### src/rtl/vending_if.sv
// Handshake/bus bundle between the vending controller and its environment.
// The master side drives coins, selection and acknowledges; the controller (slave) drives status.
interface vending_if #(
    parameter int NUM_ITEMS = 4,
    parameter int CREDIT_W  = 8
);
    localparam int SEL_W = (NUM_ITEMS > 1) ? $clog2(NUM_ITEMS) : 1;

    logic                 coin_5;
    logic                 coin_10;
    logic                 coin_25;
    logic                 select;
    logic [SEL_W-1:0]     item_sel;
    logic                 cancel;
    logic [NUM_ITEMS-1:0] sold_out;
    logic                 change_ack;

    logic [CREDIT_W-1:0]  credit;
    logic                 dispense;
    logic [SEL_W-1:0]     dispense_item;
    logic                 change_valid;
    logic [CREDIT_W-1:0]  change_amount;
    logic                 coin_reject;
    logic                 sel_error;

    modport master (
        output coin_5, coin_10, coin_25, select, item_sel, cancel, sold_out, change_ack,
        input  credit, dispense, dispense_item, change_valid, change_amount, coin_reject, sel_error
    );

    modport slave (
        input  coin_5, coin_10, coin_25, select, item_sel, cancel, sold_out, change_ack,
        output credit, dispense, dispense_item, change_valid, change_amount, coin_reject, sel_error
    );
endinterface

### src/rtl/vending_controller.sv
// Coin-accepting vending controller: credit accumulation, item purchase with price check,
// one-cycle dispense pulse and held change/refund until acknowledged. All outputs registered.
//
//   state      | meaning
//   IDLE       | no credit, waiting for first coin
//   COLLECTING | credit held, accepting coins / select / cancel
//   DISPENSING | one cycle, dispense pulse active
//   CHANGE     | change_valid held until change_ack
module vending_controller #(
    parameter int NUM_ITEMS  = 4,
    parameter int CREDIT_W   = 8,
    parameter int MAX_CREDIT = 200,
    parameter logic [NUM_ITEMS*CREDIT_W-1:0] PRICE_TABLE = {8'd125, 8'd100, 8'd75, 8'd50}
) (
    input  logic      clk,
    input  logic      reset,
    vending_if.slave  bus
);
    localparam int SEL_W = (NUM_ITEMS > 1) ? $clog2(NUM_ITEMS) : 1;

    typedef enum logic [1:0] {IDLE, COLLECTING, DISPENSING, CHANGE} state_t;

    state_t              state_q, state_d;
    logic [CREDIT_W-1:0] credit_q, credit_d;
    logic                dispense_q, dispense_d;
    logic [SEL_W-1:0]    dispense_item_q, dispense_item_d;
    logic                change_valid_q, change_valid_d;
    logic [CREDIT_W-1:0] change_amount_q, change_amount_d;
    logic                coin_reject_q, coin_reject_d;
    logic                sel_error_q, sel_error_d;

    logic                coin_hit;
    logic [CREDIT_W-1:0] coin_val;
    logic [CREDIT_W:0]   credit_sum;
    logic                coin_fits;
    logic                item_known;
    logic                item_sold;
    logic [CREDIT_W-1:0] price;
    logic                select_ok;

    // Highest-value strobe wins; lower simultaneous strobes are simply dropped.
    always_comb begin
        coin_hit = 1'b1;
        coin_val = '0;
        if (bus.coin_25)      coin_val = CREDIT_W'(25);
        else if (bus.coin_10) coin_val = CREDIT_W'(10);
        else if (bus.coin_5)  coin_val = CREDIT_W'(5);
        else                  coin_hit = 1'b0;
        credit_sum = {1'b0, credit_q} + {1'b0, coin_val};
        coin_fits  = credit_sum <= (CREDIT_W+1)'(MAX_CREDIT);
    end

    // Table lookup by match keeps out-of-range indices from touching PRICE_TABLE/sold_out.
    always_comb begin
        item_known = 1'b0;
        item_sold  = 1'b0;
        price      = '0;
        for (int i = 0; i < NUM_ITEMS; i++) begin
            if (bus.item_sel == SEL_W'(i)) begin
                item_known = 1'b1;
                item_sold  = bus.sold_out[i];
                price      = PRICE_TABLE[i*CREDIT_W +: CREDIT_W];
            end
        end
        select_ok = item_known && !item_sold && (credit_q >= price);
    end

    always_comb begin
        state_d         = state_q;
        credit_d        = credit_q;
        dispense_d      = 1'b0;
        dispense_item_d = dispense_item_q;
        change_valid_d  = change_valid_q;
        change_amount_d = change_amount_q;
        coin_reject_d   = 1'b0;
        sel_error_d     = 1'b0;

        case (state_q)
            IDLE: begin
                sel_error_d = bus.select;
                if (coin_hit) begin
                    if (coin_fits) begin
                        credit_d = credit_sum[CREDIT_W-1:0];
                        state_d  = COLLECTING;
                    end else begin
                        coin_reject_d = 1'b1;
                    end
                end
            end
            COLLECTING: begin
                if (bus.cancel) begin
                    state_d         = CHANGE;
                    change_valid_d  = 1'b1;
                    change_amount_d = credit_q;
                    coin_reject_d   = coin_hit;
                end else if (bus.select && select_ok) begin
                    state_d         = DISPENSING;
                    credit_d        = credit_q - price;
                    dispense_d      = 1'b1;
                    dispense_item_d = bus.item_sel;
                    coin_reject_d   = coin_hit;
                end else begin
                    sel_error_d = bus.select;
                    if (coin_hit) begin
                        if (coin_fits) credit_d = credit_sum[CREDIT_W-1:0];
                        else           coin_reject_d = 1'b1;
                    end
                end
            end
            DISPENSING: begin
                coin_reject_d = coin_hit;
                if (credit_q != '0) begin
                    state_d         = CHANGE;
                    change_valid_d  = 1'b1;
                    change_amount_d = credit_q;
                end else begin
                    state_d = IDLE;
                end
            end
            CHANGE: begin
                coin_reject_d = coin_hit;
                if (bus.change_ack) begin
                    state_d         = IDLE;
                    credit_d        = '0;
                    change_valid_d  = 1'b0;
                    change_amount_d = '0;
                end
            end
            default: state_d = IDLE;
        endcase
    end

    always_ff @(posedge clk) begin
        if (reset) begin
            state_q         <= IDLE;
            credit_q        <= '0;
            dispense_q      <= 1'b0;
            dispense_item_q <= '0;
            change_valid_q  <= 1'b0;
            change_amount_q <= '0;
            coin_reject_q   <= 1'b0;
            sel_error_q     <= 1'b0;
        end else begin
            state_q         <= state_d;
            credit_q        <= credit_d;
            dispense_q      <= dispense_d;
            dispense_item_q <= dispense_item_d;
            change_valid_q  <= change_valid_d;
            change_amount_q <= change_amount_d;
            coin_reject_q   <= coin_reject_d;
            sel_error_q     <= sel_error_d;
        end
    end

    assign bus.credit        = credit_q;
    assign bus.dispense      = dispense_q;
    assign bus.dispense_item = dispense_item_q;
    assign bus.change_valid  = change_valid_q;
    assign bus.change_amount = change_amount_q;
    assign bus.coin_reject   = coin_reject_q;
    assign bus.sel_error     = sel_error_q;
endmodule

### src/flat_wrapper.sv
// flat-port wrapper written by rule: the top's interface ports become plain ports
module vending_controller_flat 
#(
    parameter int NUM_ITEMS  = 4,
    parameter int CREDIT_W   = 8,
    parameter int MAX_CREDIT = 200,
    parameter logic [NUM_ITEMS*CREDIT_W-1:0] PRICE_TABLE = {8'd125, 8'd100, 8'd75, 8'd50}
)
  (clk, reset, bus_coin_5, bus_coin_10, bus_coin_25, bus_select, bus_item_sel, bus_cancel, bus_sold_out, bus_change_ack, bus_credit, bus_dispense, bus_dispense_item, bus_change_valid, bus_change_amount, bus_coin_reject, bus_sel_error);
  vending_if #(.NUM_ITEMS(NUM_ITEMS), .CREDIT_W(CREDIT_W)) bus_i ();
  input  logic clk;
  input  logic reset;
  input wire logic [$bits(bus_i.coin_5)-1:0] bus_coin_5;
  input wire logic [$bits(bus_i.coin_10)-1:0] bus_coin_10;
  input wire logic [$bits(bus_i.coin_25)-1:0] bus_coin_25;
  input wire logic [$bits(bus_i.select)-1:0] bus_select;
  input wire logic [$bits(bus_i.item_sel)-1:0] bus_item_sel;
  input wire logic [$bits(bus_i.cancel)-1:0] bus_cancel;
  input wire logic [$bits(bus_i.sold_out)-1:0] bus_sold_out;
  input wire logic [$bits(bus_i.change_ack)-1:0] bus_change_ack;
  output wire logic [$bits(bus_i.credit)-1:0] bus_credit;
  output wire logic [$bits(bus_i.dispense)-1:0] bus_dispense;
  output wire logic [$bits(bus_i.dispense_item)-1:0] bus_dispense_item;
  output wire logic [$bits(bus_i.change_valid)-1:0] bus_change_valid;
  output wire logic [$bits(bus_i.change_amount)-1:0] bus_change_amount;
  output wire logic [$bits(bus_i.coin_reject)-1:0] bus_coin_reject;
  output wire logic [$bits(bus_i.sel_error)-1:0] bus_sel_error;
  assign bus_i.coin_5 = bus_coin_5;
  assign bus_i.coin_10 = bus_coin_10;
  assign bus_i.coin_25 = bus_coin_25;
  assign bus_i.select = bus_select;
  assign bus_i.item_sel = bus_item_sel;
  assign bus_i.cancel = bus_cancel;
  assign bus_i.sold_out = bus_sold_out;
  assign bus_i.change_ack = bus_change_ack;
  assign bus_credit = bus_i.credit;
  assign bus_dispense = bus_i.dispense;
  assign bus_dispense_item = bus_i.dispense_item;
  assign bus_change_valid = bus_i.change_valid;
  assign bus_change_amount = bus_i.change_amount;
  assign bus_coin_reject = bus_i.coin_reject;
  assign bus_sel_error = bus_i.sel_error;
  vending_controller #(.NUM_ITEMS(NUM_ITEMS), .CREDIT_W(CREDIT_W), .MAX_CREDIT(MAX_CREDIT), .PRICE_TABLE(PRICE_TABLE)) u_core (.clk(clk), .reset(reset), .bus(bus_i));
endmodule
### config.mk
export PLATFORM = sky130hd
export DESIGN_NAME = vending_controller_flat
export DESIGN_NICKNAME = d
export VERILOG_FILES = /design/src/rtl/vending_if.sv /design/src/rtl/vending_controller.sv /design/src/flat_wrapper.sv
export SDC_FILE = /design/constraint.sdc
export NUM_CORES = 1
export LEC_CHECK = 0
export ABC_AREA = 1
export CAP_MARGIN = 20
export CORE_ASPECT_RATIO = 1.75
export CORE_UTILIZATION = 48
export CTS_CLUSTER_DIAMETER = 60
export DETAILED_ROUTE_END_ITERATION = 8
export PLACE_DENSITY_LB_ADDON = 0.2
export SLEW_MARGIN = 20
export SYNTH_ARGS = -nofsm -noshare
export SYNTH_HDL_FRONTEND = slang
export SYNTH_SLANG_ARGS = --single-unit
### constraint.sdc
create_clock -name clk -period 2.6 [get_ports clk]
set_clock_uncertainty 0.1 [all_clocks]
set_input_delay 0.65 -clock clk [delete_from_list [all_inputs] [get_ports clk]]
set_output_delay 0.65 -clock clk [all_outputs]
set_load 0.005 [all_outputs]
-- Word-level counts from Yosys, hierarchy flattened
Index checks and enable logic that the tools add are counted.
Widths: inputs -> output; s select.
- register bits after elaboration: 24
- bits of input ports: 14
- output and inout bits: 22
- $add $sub $neg: 2
- order comparisons: 2
- equality and inequality tests: 13
- muxes and demuxes: 47
- bitwise gates (word level): 2
- reduce and logical (&&, ||, !) cells: 15
- operators with widths (kind ; number):
    $mux 8 ; 9
    $pmux 8 s3 ; 2
    $mux 1 ; 21
    $mux 7 ; 3
    $mux 2 ; 6
    $add 8x8->9 ; 1
    $le 9x8->1 const B ; 1
    $eq 2x2->1 const B ; 4
    $ge 8x7->1 ; 1
    $pmux 2 s4 ; 1
    $reduce_and 4->1 ; 2
    $reduce_bool 8->1 ; 1
    $sub 8x7->8 ; 1
    $mux 6 ; 1
    $ne 2x1->1 const B ; 3
    $ne 2x2->1 const B ; 3
    $pmux 1 s3 ; 2
    $reduce_and 3->1 ; 2
    $reduce_bool 3->1 ; 2
    $eq 2x1->1 const B ; 2
    $logic_not 2->1 ; 2
    $logic_and 1x1->1 ; 3
    $mux 3 ; 1
    $ne 3x2->1 const B ; 1
    5 further kinds ; 6

-- Depth between registers and ports, before layout
- depth in word-level cells: 12
- gate-level depth with buffers: 16
- mapped depth without buffers: 16

-- Worst setup path after synthesis
OpenSTA, ideal clock, no wires.
- path type: input -> register
- start point: input bus_item_sel[0]
- end point: register u_core.credit_q[7], in the netlist u_core.bus.credit[7]
- library setup time: 0.119 ns
- arrival: 2.387 ns
- data required time: 2.381 ns
- slack: -0.006 ns
- cell stages on the path: 13
- buffers on the path: 0
- path through: inv_1 ha_1 nor2_1 o21ai_1 fa_1 nand3_1 nand3_1 nand2_1 o2111ai_2 nand4_1 inv_1 a21oi_1 a21oi_1
- cells in the longest elaborated chain, start to end: 12
- elaborated cells between the ends (all ways): 25
- classes of those cells: add/sub: 1; order compare: 1; eq/ne: 3; mux: 15; reduce/logical: 5
- RTL lines (item ; line ; RTL):
    from (decl) ; flat_wrapper.sv:17 ; input wire logic [$bits(bus_i.item_sel)-1:0] bus_item_sel;
    parallel branches: the longest is 9 deep, another holds $ge 8x7->1 ; -- ;
    $mux 8 (*) ; vending_controller.sv:96 ; end else if (bus.select && select_ok) begin
    $mux 8 (*) ; vending_controller.sv:91 ; if (bus.cancel) begin
    $pmux 8 s3 (*) ; vending_controller.sv:78 ; case (state_q)
    to (signal assigned) ; vending_controller.sv:145 ; credit_q <= credit_d;
    to (decl) ; vending_controller.sv:24 ; logic [CREDIT_W-1:0] credit_q, credit_d;
Mark *: on every way between the ends. The select of a mux whose other input is x is not followed.
A chain may end at the register's enable or synchronous reset.

-- Worst setup path after layout
- start point: input bus_item_sel[1]
- end point: register u_core.credit_q[7], in the netlist u_core.bus.credit[7]
The elaborated chain is that of the path after synthesis.

==> key figures <==
STA
  • Slew headroom: 68.76%
  • Fin. max-slew vios: 0
  • Worst hold slack: 0.3625 ns
  • Fin. Hold Viols: 0
  • Tcrit/Tclk final: 99.06%
  • Min cycle time layout: 2.576 ns
  • Fmax: 0.3883 GHz
  • Actual slew at the worst max-slew pin: 0.4680 ns
  • Final setup viols: 0
  • Setup TNS: 0 ns

Worst setup path
  • Reg2reg path depth: 12
  • Crit-path max FO: 5
  • Crit Path Class: input port to register
  • Worst Path Buf+Inv: 4
  • Reg2reg end: u_core.bus.credit[7]$_SDFFE_PP0P_
  • Data arrival, critical path: 2.68 ns
  • Reg2reg start: u_core.bus.credit[0]$_SDFFE_PP0P_
  • Slowest stage cell, crit path: ha_1
  • Slowest Stage Delay on Critical Path: 0.32 ns
  • Crit-path cells: buf_4 -> inv_2 -> buf_4 -> ha_1 -> ha_1 -> nand2_1 -> nor2_2 -> nand2_1 -> o2111ai_2 -> nand4_1 -> inv_2 -> a21oi_2 -> a21oi_2
  • Delay-heaviest family, CP: simple AND/OR/NAND/NOR gates
  • Startpoint types: input port
  • Crit path required time: 2.71 ns
  • Critical Path End Type: register
  • Worst reg2reg setup slack: 0.15 ns

Min path
  • Hold/Removal Path Class: register to register
  • Min-Delay Path Depth: 2
  • Hold Crit Start: u_core.bus.change_valid$_SDFFE_PP0P_
  • Hold Crit Endpoint: u_core.bus.change_valid$_SDFFE_PP0P_

Place
  • HPWL Detailed: 4651 um
  • Placed insts: 434
  • Routability cong.: 0.8815
  • Input/output buffers: 35

Logic synthesis
  • Register area share after synthesis: 24.43%
  • Yosys cell types: 27
  • Syn Area/Cell: 6.470 um2
  • Synthesized area: 0.001967 mm2
  • Synth async-reset ratio: 0%
  • Post-synth EDFFs: 0
  • FF+latch count, synth: 24
  • Synth Flop Type: dfxtp_1
  • Synth warn: 0
  • Syn nets: 337
  • Cells after Synth: 304

Clock network
  • Max clock buf depth: 2
  • Worst-path clk slew: 0.09 ns
  • Number of H-tree levels: 1
  • Worst-Skew Late Latency: 0.27 ns
  • TritonCTS sink count: 24
  • CTS tree: done
  • CTS buffer count: 3
  • Post-CTS Hold Buffers: 0
  • CTS Root Cell: clkbuf_8

Layout
  • Final core utilization: 84.20%
  • ANT cells: 0
  • Fin cells: 451
  • Share of layout cells above drive strength 1: 38.71%
  • Area grow syn2layout: 67.11%
  • Fin nets: 437

Floorplan
  • Core area: 0.003904 mm2
  • Die extent in x: 50.39 um
  • Io pins: 36
  • Initial Util: 50.38%
  • Core Rows: 30
  • Die area: 0.004368 mm2
  • Die Height: 86.68 um

Power and ir drop
  • Leak: 1.532 nW
  • Peak supply drop: 0.0007058 V
  • Power Density: 1011 mW/mm2
  • PnR Total Power: 3.324 mW

Detailed routing
  • Detailed Route WL: 7222 um
  • Final ANT Viol Nets: 0
  • Met1 WL: 2484 um
  • First drt pass iteration count: 4
  • Highest metal used: met4
  • Drt wl/cell: 16.01 um
  • Residual DRC count: 0
  • Vias per cell: 5.645
  • Met3 wire length: 346 um
  • Metal2 WL: 3843 um
  • Vias: 2546
  • Initial DRC count: 140

Outcome
  • Status: finished, final reports clean

Global route
  • GRT Overall Usage: 31.72%
  • Vias in the first global route: 2518
  • Initial antenna violation count: 0
  • Overflow after GRT: 0
  • First-pass GRT wire length: 10620 um
  • Largest net degree at the start of global routing: 15

Run
  • Max-cap check violation count: 0
-- cell usage in the layout, fill, tap and decap left out, types with 6 or more instances in the layout --
cell type / count
inv_2: 12
nand2_2: 16
nor2_1: 16
ha_4: 10
a21oi_2: 8
inv_1: 32
nand3_1: 17
buf_4: 59
nand2_1: 59
clkdlybuf4s50_1: 30
nand3_2: 11
xor2_1: 6
nand4_1: 12
nor2_4: 6
o21ai_0: 12
dfxtp_1: 24
a21oi_1: 29
-- per-stage QoR --
step,area [um2],setup slack [ns]
global placement,2746,-0.7236
finish,3287,0.02437
detailed placement,2746,-0.7867
CTS,3057,0.01570
global route,3287,-0.01637
floorplan,1973,0.01425
-- state kept, by name, summed over array words and instances (netlist names) --
register	flops
u_core.bus.coin_reject	1
u_core.bus.sel_error	1
u_core.bus.dispense_item	2
u_core.bus.dispense	1
u_core.bus.change_valid	1
u_core.bus.change_amount	8
u_core.state_q	2
u_core.bus.credit	8
-- worst reg2reg max path, delay by kind of cell (launching register included) --
kind,cells,cell delay (ns)
compound gates,3,0.35
fa+ha+maj,2,0.45
buf+inv,3,0.48
flops,1,0.50
simple gates,4,0.51
-- worst max path at each step --
stage                         start                           endpoint  depth (start not counted)
finish              bus_item_sel[1]  u_core.bus.credit[7]$_SDFFE_PP0P_                         13
global route        bus_item_sel[1]  u_core.bus.credit[7]$_SDFFE_PP0P_                         14
CTS                 bus_item_sel[0]  u_core.bus.credit[4]$_SDFFE_PP0P_                         15
detailed placement  bus_item_sel[0]  u_core.bus.credit[7]$_SDFFE_PP0P_                         14
global placement    bus_item_sel[0]  u_core.bus.credit[1]$_SDFFE_PP0P_                         14
floorplan           bus_item_sel[0]  u_core.bus.credit[7]$_SDFFE_PP0P_                         13
-- per-layer routing --
layer,up-vias,GRT usage [%]
met1,1158,29.23
li1,1209,-
met2,125,59.15
met5,-,0
met4,0,27.27
met3,54,3.509
-- power by group --
| part | leakage (nW) | internal (mW) | switching (mW) |
|---|---|---|---|
| clock network | 0.0357 | 0.206 | 0.130 |
| logic | 1.30 | 1.11 | 1.25 |
| registers | 0.197 | 0.483 | 0.147 |
-- kinds of logic after synthesis --
kind of cell | synth area share (%)
and+or+nand+nor | 34.35
AOI/OAI and AO/OA | 15.59
buffers and inverters | 9.224
DFF | 24.43
adders and majority gates | 12.85
xor gates and xnor gates | 3.562
-- final cells by class --
| cell class | instances | area [um2] |
|---|---|---|
| clock inverters | 1 | 30.03 |
| repair buffers | 97 | 814.5 |
| inverters | 45 | 171.4 |
| flip-flops and latches | 24 | 480.5 |
| multi-input cells | 233 | 1689 |
| well taps | 48 | 60.06 |
| fillers | 228 | 616.8 |
| clock buffers | 3 | 41.29 |
-- what timing repair did --
item                                    4_1_cts  5_1_grt
cloned                                        1        0
endpoints found under the setup margin       15       13
pin swaps                                    25       32
buffers inserted                              7        5
gates resized for setup                      57       57
-- Yosys cell counts, drive strengths merged (2+ instances only) --
cell type  instances  area share [%]
nor3               2            0.51
inv               45             8.6
ha                17              11
dfxtp             24              24
nand4             12             3.8
a21oi             37             9.6
o21ai             15             3.8
nand3             31             9.3
nor2              24             4.7
nand2             80              16
fa                 2             2.0
xor2               7             3.1
clkbuf             2            0.38
a211oi             2             1.0
Power figures use the tool's default switching activity.
==> RTL edit 1 (same flow settings) <==
`CREDIT_W` is set to 8 in 3 places; all go to 12.
--- a/src/rtl/vending_if.sv
+++ b/src/rtl/vending_if.sv
@@ -2,7 +2,7 @@
 // The master side drives coins, selection and acknowledges; the controller (slave) drives status.
 interface vending_if #(
     parameter int NUM_ITEMS = 4,
-    parameter int CREDIT_W  = 8
+    parameter int CREDIT_W  = 12
 );
     localparam int SEL_W = (NUM_ITEMS > 1) ? $clog2(NUM_ITEMS) : 1;
 
--- a/src/rtl/vending_controller.sv
+++ b/src/rtl/vending_controller.sv
@@ -8,7 +8,7 @@
 //   CHANGE     | change_valid held until change_ack
 module vending_controller #(
     parameter int NUM_ITEMS  = 4,
-    parameter int CREDIT_W   = 8,
+    parameter int CREDIT_W   = 12,
     parameter int MAX_CREDIT = 200,
     parameter logic [NUM_ITEMS*CREDIT_W-1:0] PRICE_TABLE = {8'd125, 8'd100, 8'd75, 8'd50}
 ) (
--- a/src/flat_wrapper.sv
+++ b/src/flat_wrapper.sv
@@ -2,7 +2,7 @@
 module vending_controller_flat 
 #(
     parameter int NUM_ITEMS  = 4,
-    parameter int CREDIT_W   = 8,
+    parameter int CREDIT_W   = 12,
     parameter int MAX_CREDIT = 200,
     parameter logic [NUM_ITEMS*CREDIT_W-1:0] PRICE_TABLE = {8'd125, 8'd100, 8'd75, 8'd50}
 )
Ports: changed (resized bus_change_amount and bus_credit); port bits go from 36 to 44. The function was not compared with the original's and may differ.
==> RTL edit 1 against the original RTL <==
  * The flow now finishes with violations (negative setup slack)
  * Hold slack better by 0.00064 ns
  * Routed wire length increased by 52%
  * Area after synthesis increased by 46%
  * Critical path type unchanged
  * Design area up 40%
  * Sequential cell count is 8 higher
  * Count of clock-buffer cells in the layout increased by 2
  * Die area increased by 45%
  * First-iteration DRC count grew 130%
  * Setup slack lost 0.13 ns
  * Clock power increased by 50%
  * Total power up 41%
  * Non-clock buffer count rose by 40
==> RTL edit 1: results (changes against the original RTL) <==
metric	value	unit	change
grt_pass1_vias	3664		+46%
syn_nets	503		+49%
hpwl	7565	um	+63%
synthArstFlopShare	0	%	unchanged
drt_iter0_drc	321		+130%
clockBufferDepth	2		unchanged
ys_top_cells_by_count	nand2_1 (134), inv_1 (55), a21oi_1 (44), nand3_1 (44), nor2_1 (33)		
globalRouteTotalUtil	34.68	%	+3.0 points
yosys_warnings	0		unchanged
drtPass1Iterations	7		+3
worst_slack	-0.1020	ns	-0.1263 ns
critPathMaxFanout	7		+2
grt_max_degree	22		+7
violations	negative setup slack		
htree_num_levels	2		+1
finalSetupViolations	13		+13
io_buffer_count	43		+23%
grt_pass1_wl	16630	um	+57%
yosys-top-cells-area	dfxtp_1 (22%), nand2_1 (17%), ha_1 (9.1%)		
worstPathArrival	2.79	ns	+0.11 ns
final_nets	632		+45%
tns	-0.8888	ns	-0.8888 ns
place_congestion	1.007		+14%
detail_route.wl_per_cell	16.30	um	+1.8%
drive_above_1_share	33.39	%	-5.3 points
numCtsBuffers	5		+2
yosysUniqueCellTypes	39		+44%
vias	3794		+49%
status	finished, violations left		
pre_cts_slack	-0.9155	ns	-0.1288 ns
ys_seq_area_share	22.27	%	-2.2 points
max-vdd-ir-drop	0.5521	mV	-22%
## RTL edit 1: cell types whose count changed in the layout (fill, tap and decap cells not counted), moves of 4 or more
cell	delta
o21ai_0	+4
nor2_1	+9
nand3_1	+21
clkdlybuf4s50_1	+8
nand3_2	-4
ha_4	+4
nand2_1	+59
o21ai_1	+5
a31oi_1	+4
inv_1	+12
dfxtp_1	+8
buf_4	+29
a21oi_1	+5
## RTL edit 1: timing repair
action	in CTS	in global routing
buffers inserted	7	3
gates resized for setup	67	52
endpoints found under the setup margin	19	19
pin swaps	34	31
cloned	1	0
## RTL edit 1: kinds of logic after synthesis
family	share of synthesized area, %
DFF	22.27
buffers and inverters	10.31
adders and majority gates	10.53
xor gates and xnor gates	3.306
AOI/OAI and AO/OA	17.05
and+or+nand+nor	36.19
muxes	0.3480
## RTL edit 1: cell type report
cell class / instances / area [um^2]
fill: 422 / 1235
clock buffer: 5 / 68.82
clock inverter: 3 / 42.54
multi-input combinational: 361 / 2366
inverter: 58 / 232.7
timing repair buffer: 137 / 1150
sequential: 32 / 640.6
tap: 78 / 97.59
## RTL edit 1: per-stage QoR
stage / std cells / hold slack [ns] / instance area [um^2]
floorplan: 466 / 0.3609 / 2942
global placement: 657 / 0.3519 / 4019
detailed placement: 657 / 0.3549 / 4019
CTS: 673 / 0.3660 / 4380
global route: 674 / 0.3856 / 4598
finish: 674 / 0.3632 / 4598
## RTL edit 1: final timing paths
kind | depth (start not counted) | slack [ns] | start | endpoint
hold / removal | 2 | 0.36 | u_core.bus.change_amount[4] | u_core.bus.change_amount[4]
setup reg to reg | 18 | 0.06 | u_core.bus.credit[0] | u_core.bus.credit[2]
setup / recovery | 17 | -0.10 | bus_item_sel[0] | u_core.bus.credit[7]
hold reg to reg | 2 | 0.36 | u_core.bus.change_amount[4] | u_core.bus.change_amount[4]
## RTL edit 1: layer usage
layer,part of all wire [%],up-vias,global-route usage (%)
met1,35,1758,36.04
met5,0,-,0
met4,6.8,0,17.37
met3,4.3,66,4.104
met2,53,172,63.81
li1,-,1798,-
## RTL edit 1: power breakdown
part	leakage [nW]	internal (mW)	total (mW)	switching [mW]
combinational	1.79	1.59	3.44	1.85
clock	0.0541	0.284	0.505	0.221
sequential	0.261	0.605	0.738	0.133
total	2.10	2.48	4.68	2.20
## RTL edit 1: worst max-delay path, stage by stage
cell	delay (ns)
buf_4	0.13
buf_6	0.11
ha_4	0.15
nor2_4	0.14
o21ai_4	0.08
ha_4	0.24
a21o_1	0.18
a31oi_1	0.19
nand4_1	0.17
nand3_2	0.17
buf_6	0.16
buf_4	0.11
nand3_1	0.08
nand2_1	0.08
inv_1	0.05
nand2_1	0.06
a21oi_2	0.05
==> RTL edit 2 (same flow settings) <==
Without the edit above. Re-encode `state_t` (4 states) as one-hot, 4 bits wide.
--- a/src/rtl/vending_controller.sv
+++ b/src/rtl/vending_controller.sv
@@ -18,7 +18,7 @@
 );
     localparam int SEL_W = (NUM_ITEMS > 1) ? $clog2(NUM_ITEMS) : 1;
 
-    typedef enum logic [1:0] {IDLE, COLLECTING, DISPENSING, CHANGE} state_t;
+    typedef enum logic [3:0] {IDLE = 4'b0001, COLLECTING = 4'b0010, DISPENSING = 4'b0100, CHANGE = 4'b1000} state_t;
 
     state_t              state_q, state_d;
     logic [CREDIT_W-1:0] credit_q, credit_d;
Check against the original RTL: same outputs for any inputs over 10 cycles, from zero or initial values and one cycle with reset high; not proved beyond that.
==> RTL edit 2 against the original RTL <==
  * Design area rose by 0.72%
  * Routed wire length is 8.3% lower
  * Fmax increased by 0.81%
  * Sequential cell count increased by 2
  * Hold slack improved by 0.0085 ns
  * Area after synthesis rose by 7.5%
  * Setup slack gained 0.021 ns
  * Critical path depth up 2
  * Total power is 15% lower
==> RTL edit 2: results (changes against the original RTL) <==
metric	value	unit	change
status	finished clean		
wl_met1	2392	um	-3.7%
met3WireLength	166	um	-52%
max_slew.worst_pin.slew	0.5251	ns	+0.05706 ns
hold_end	u_core.bus.change_amount[5]		
grt_pass1_vias	2549		+1.2%
via_per_inst	5.447		-3.5%
seq_cell_power	0.583	mW	-7.5%
grt_pass1_wl	10430	um	-1.8%
wl_met2	3808	um	-0.91%
drive_above_1_share	33.17	%	-5.5 points
cts-resized-gates	52		-8.8%
synthArstFlopShare	0	%	unchanged
htree_num_levels	1		unchanged
max-vdd-ir-drop	0.5981	mV	-15%
hp-class	flip-flop to flip-flop		
grtUsageMet1	26.90	%	-2.3 points
clk_share	1.663	%	-0.51 points
critPathMaxStageDelay	0.29	ns	-0.03 ns
r2r_end	u_core.bus.credit[1]		
globalRouteTotalUtil	28.38	%	-3.3 points
seq_share	15.72	%	+1.1 points
grt_max_degree	16		+1
dp_cells	455		+4.8%
multi_input_area_share	50.26	%	-1.1 points
buffer_area_share	23.66	%	-1.1 points
buffers	89		-8.2%
post_cts_buffers	5		-2
fill_cells	311		+36%
synth_cells	327		+7.6%
ys_seq_area_share	24.62	%	+0.19 points
internal_power	1.539	mW	-15%
ys_top_cells_by_count	nand2_1 (77), inv_1 (46), a21oi_1 (38), nand3_1 (32), nor2_1 (29)		
yosys-top-cells-area	dfxtp_1 (25%), nand2_1 (14%), ha_1 (10%)		
fin_cells	465		+3.1%
hp-start	u_core.bus.change_amount[5]		
pre_cts_slack	-0.7107	ns	+0.07596 ns
clock_power_share	9.4	%	-0.7 points
multi_input_cells	245		+5.2%
p_leak	1.556	nW	+1.6%
ys_seq_elements	26		+8.3%
p_per_area	855.5	mW/mm^2	-15%
place_area	0.002944	mm^2	+7.2%
n_tap_cell	49		+2.1%
multi_input_area	0.001664	mm^2	-1.5%
clkbuf_count	4		+1
yosysUniqueCellTypes	32		+19%
clk_latency	0.27	ns	about the same
finalHoldWorstSlack	0.3710	ns	+0.008466 ns
drt_iter0_drc	86		-39%
inv_count	52		+16%
drt_wl_total	6621	um	-8.3%
use_met3	2.030	%	-1.5 points
hpwl	4811	um	+3.4%
syn_nets	360		+6.8%
-- RTL edit 2: kinds of logic (layout without fill, tap and decap cells) --
family / count (synthesis) / in the layout / synth area share, %
flops: 26 / 26 / 24.62
xor+xnor: 6 / 6 / 2.485
buf+inv: 57 / 145 / 10.36
fa+ha+maj: 19 / 19 / 11.95
compound gates: 55 / 55 / 13.25
simple gates: 164 / 165 / 37.34
-- RTL edit 2: how the worst max path moves through the flow --
stage                    start  slack (ns)                           to  cells past startpoint
2_1_floorplan       bus_coin_5       0.008            u_core.state_q[1]                     17
3_3_place_gp   bus_item_sel[0]       -0.65         u_core.bus.credit[1]                     16
3_5_place_dp   bus_item_sel[1]       -0.71  u_core.bus.dispense_item[0]                     17
4_1_cts        bus_item_sel[1]      0.0007  u_core.bus.dispense_item[0]                     16
5_1_grt            bus_coin_10       -0.05         u_core.bus.credit[3]                     17
6_report       bus_item_sel[0]        0.05            u_core.state_q[1]                     15
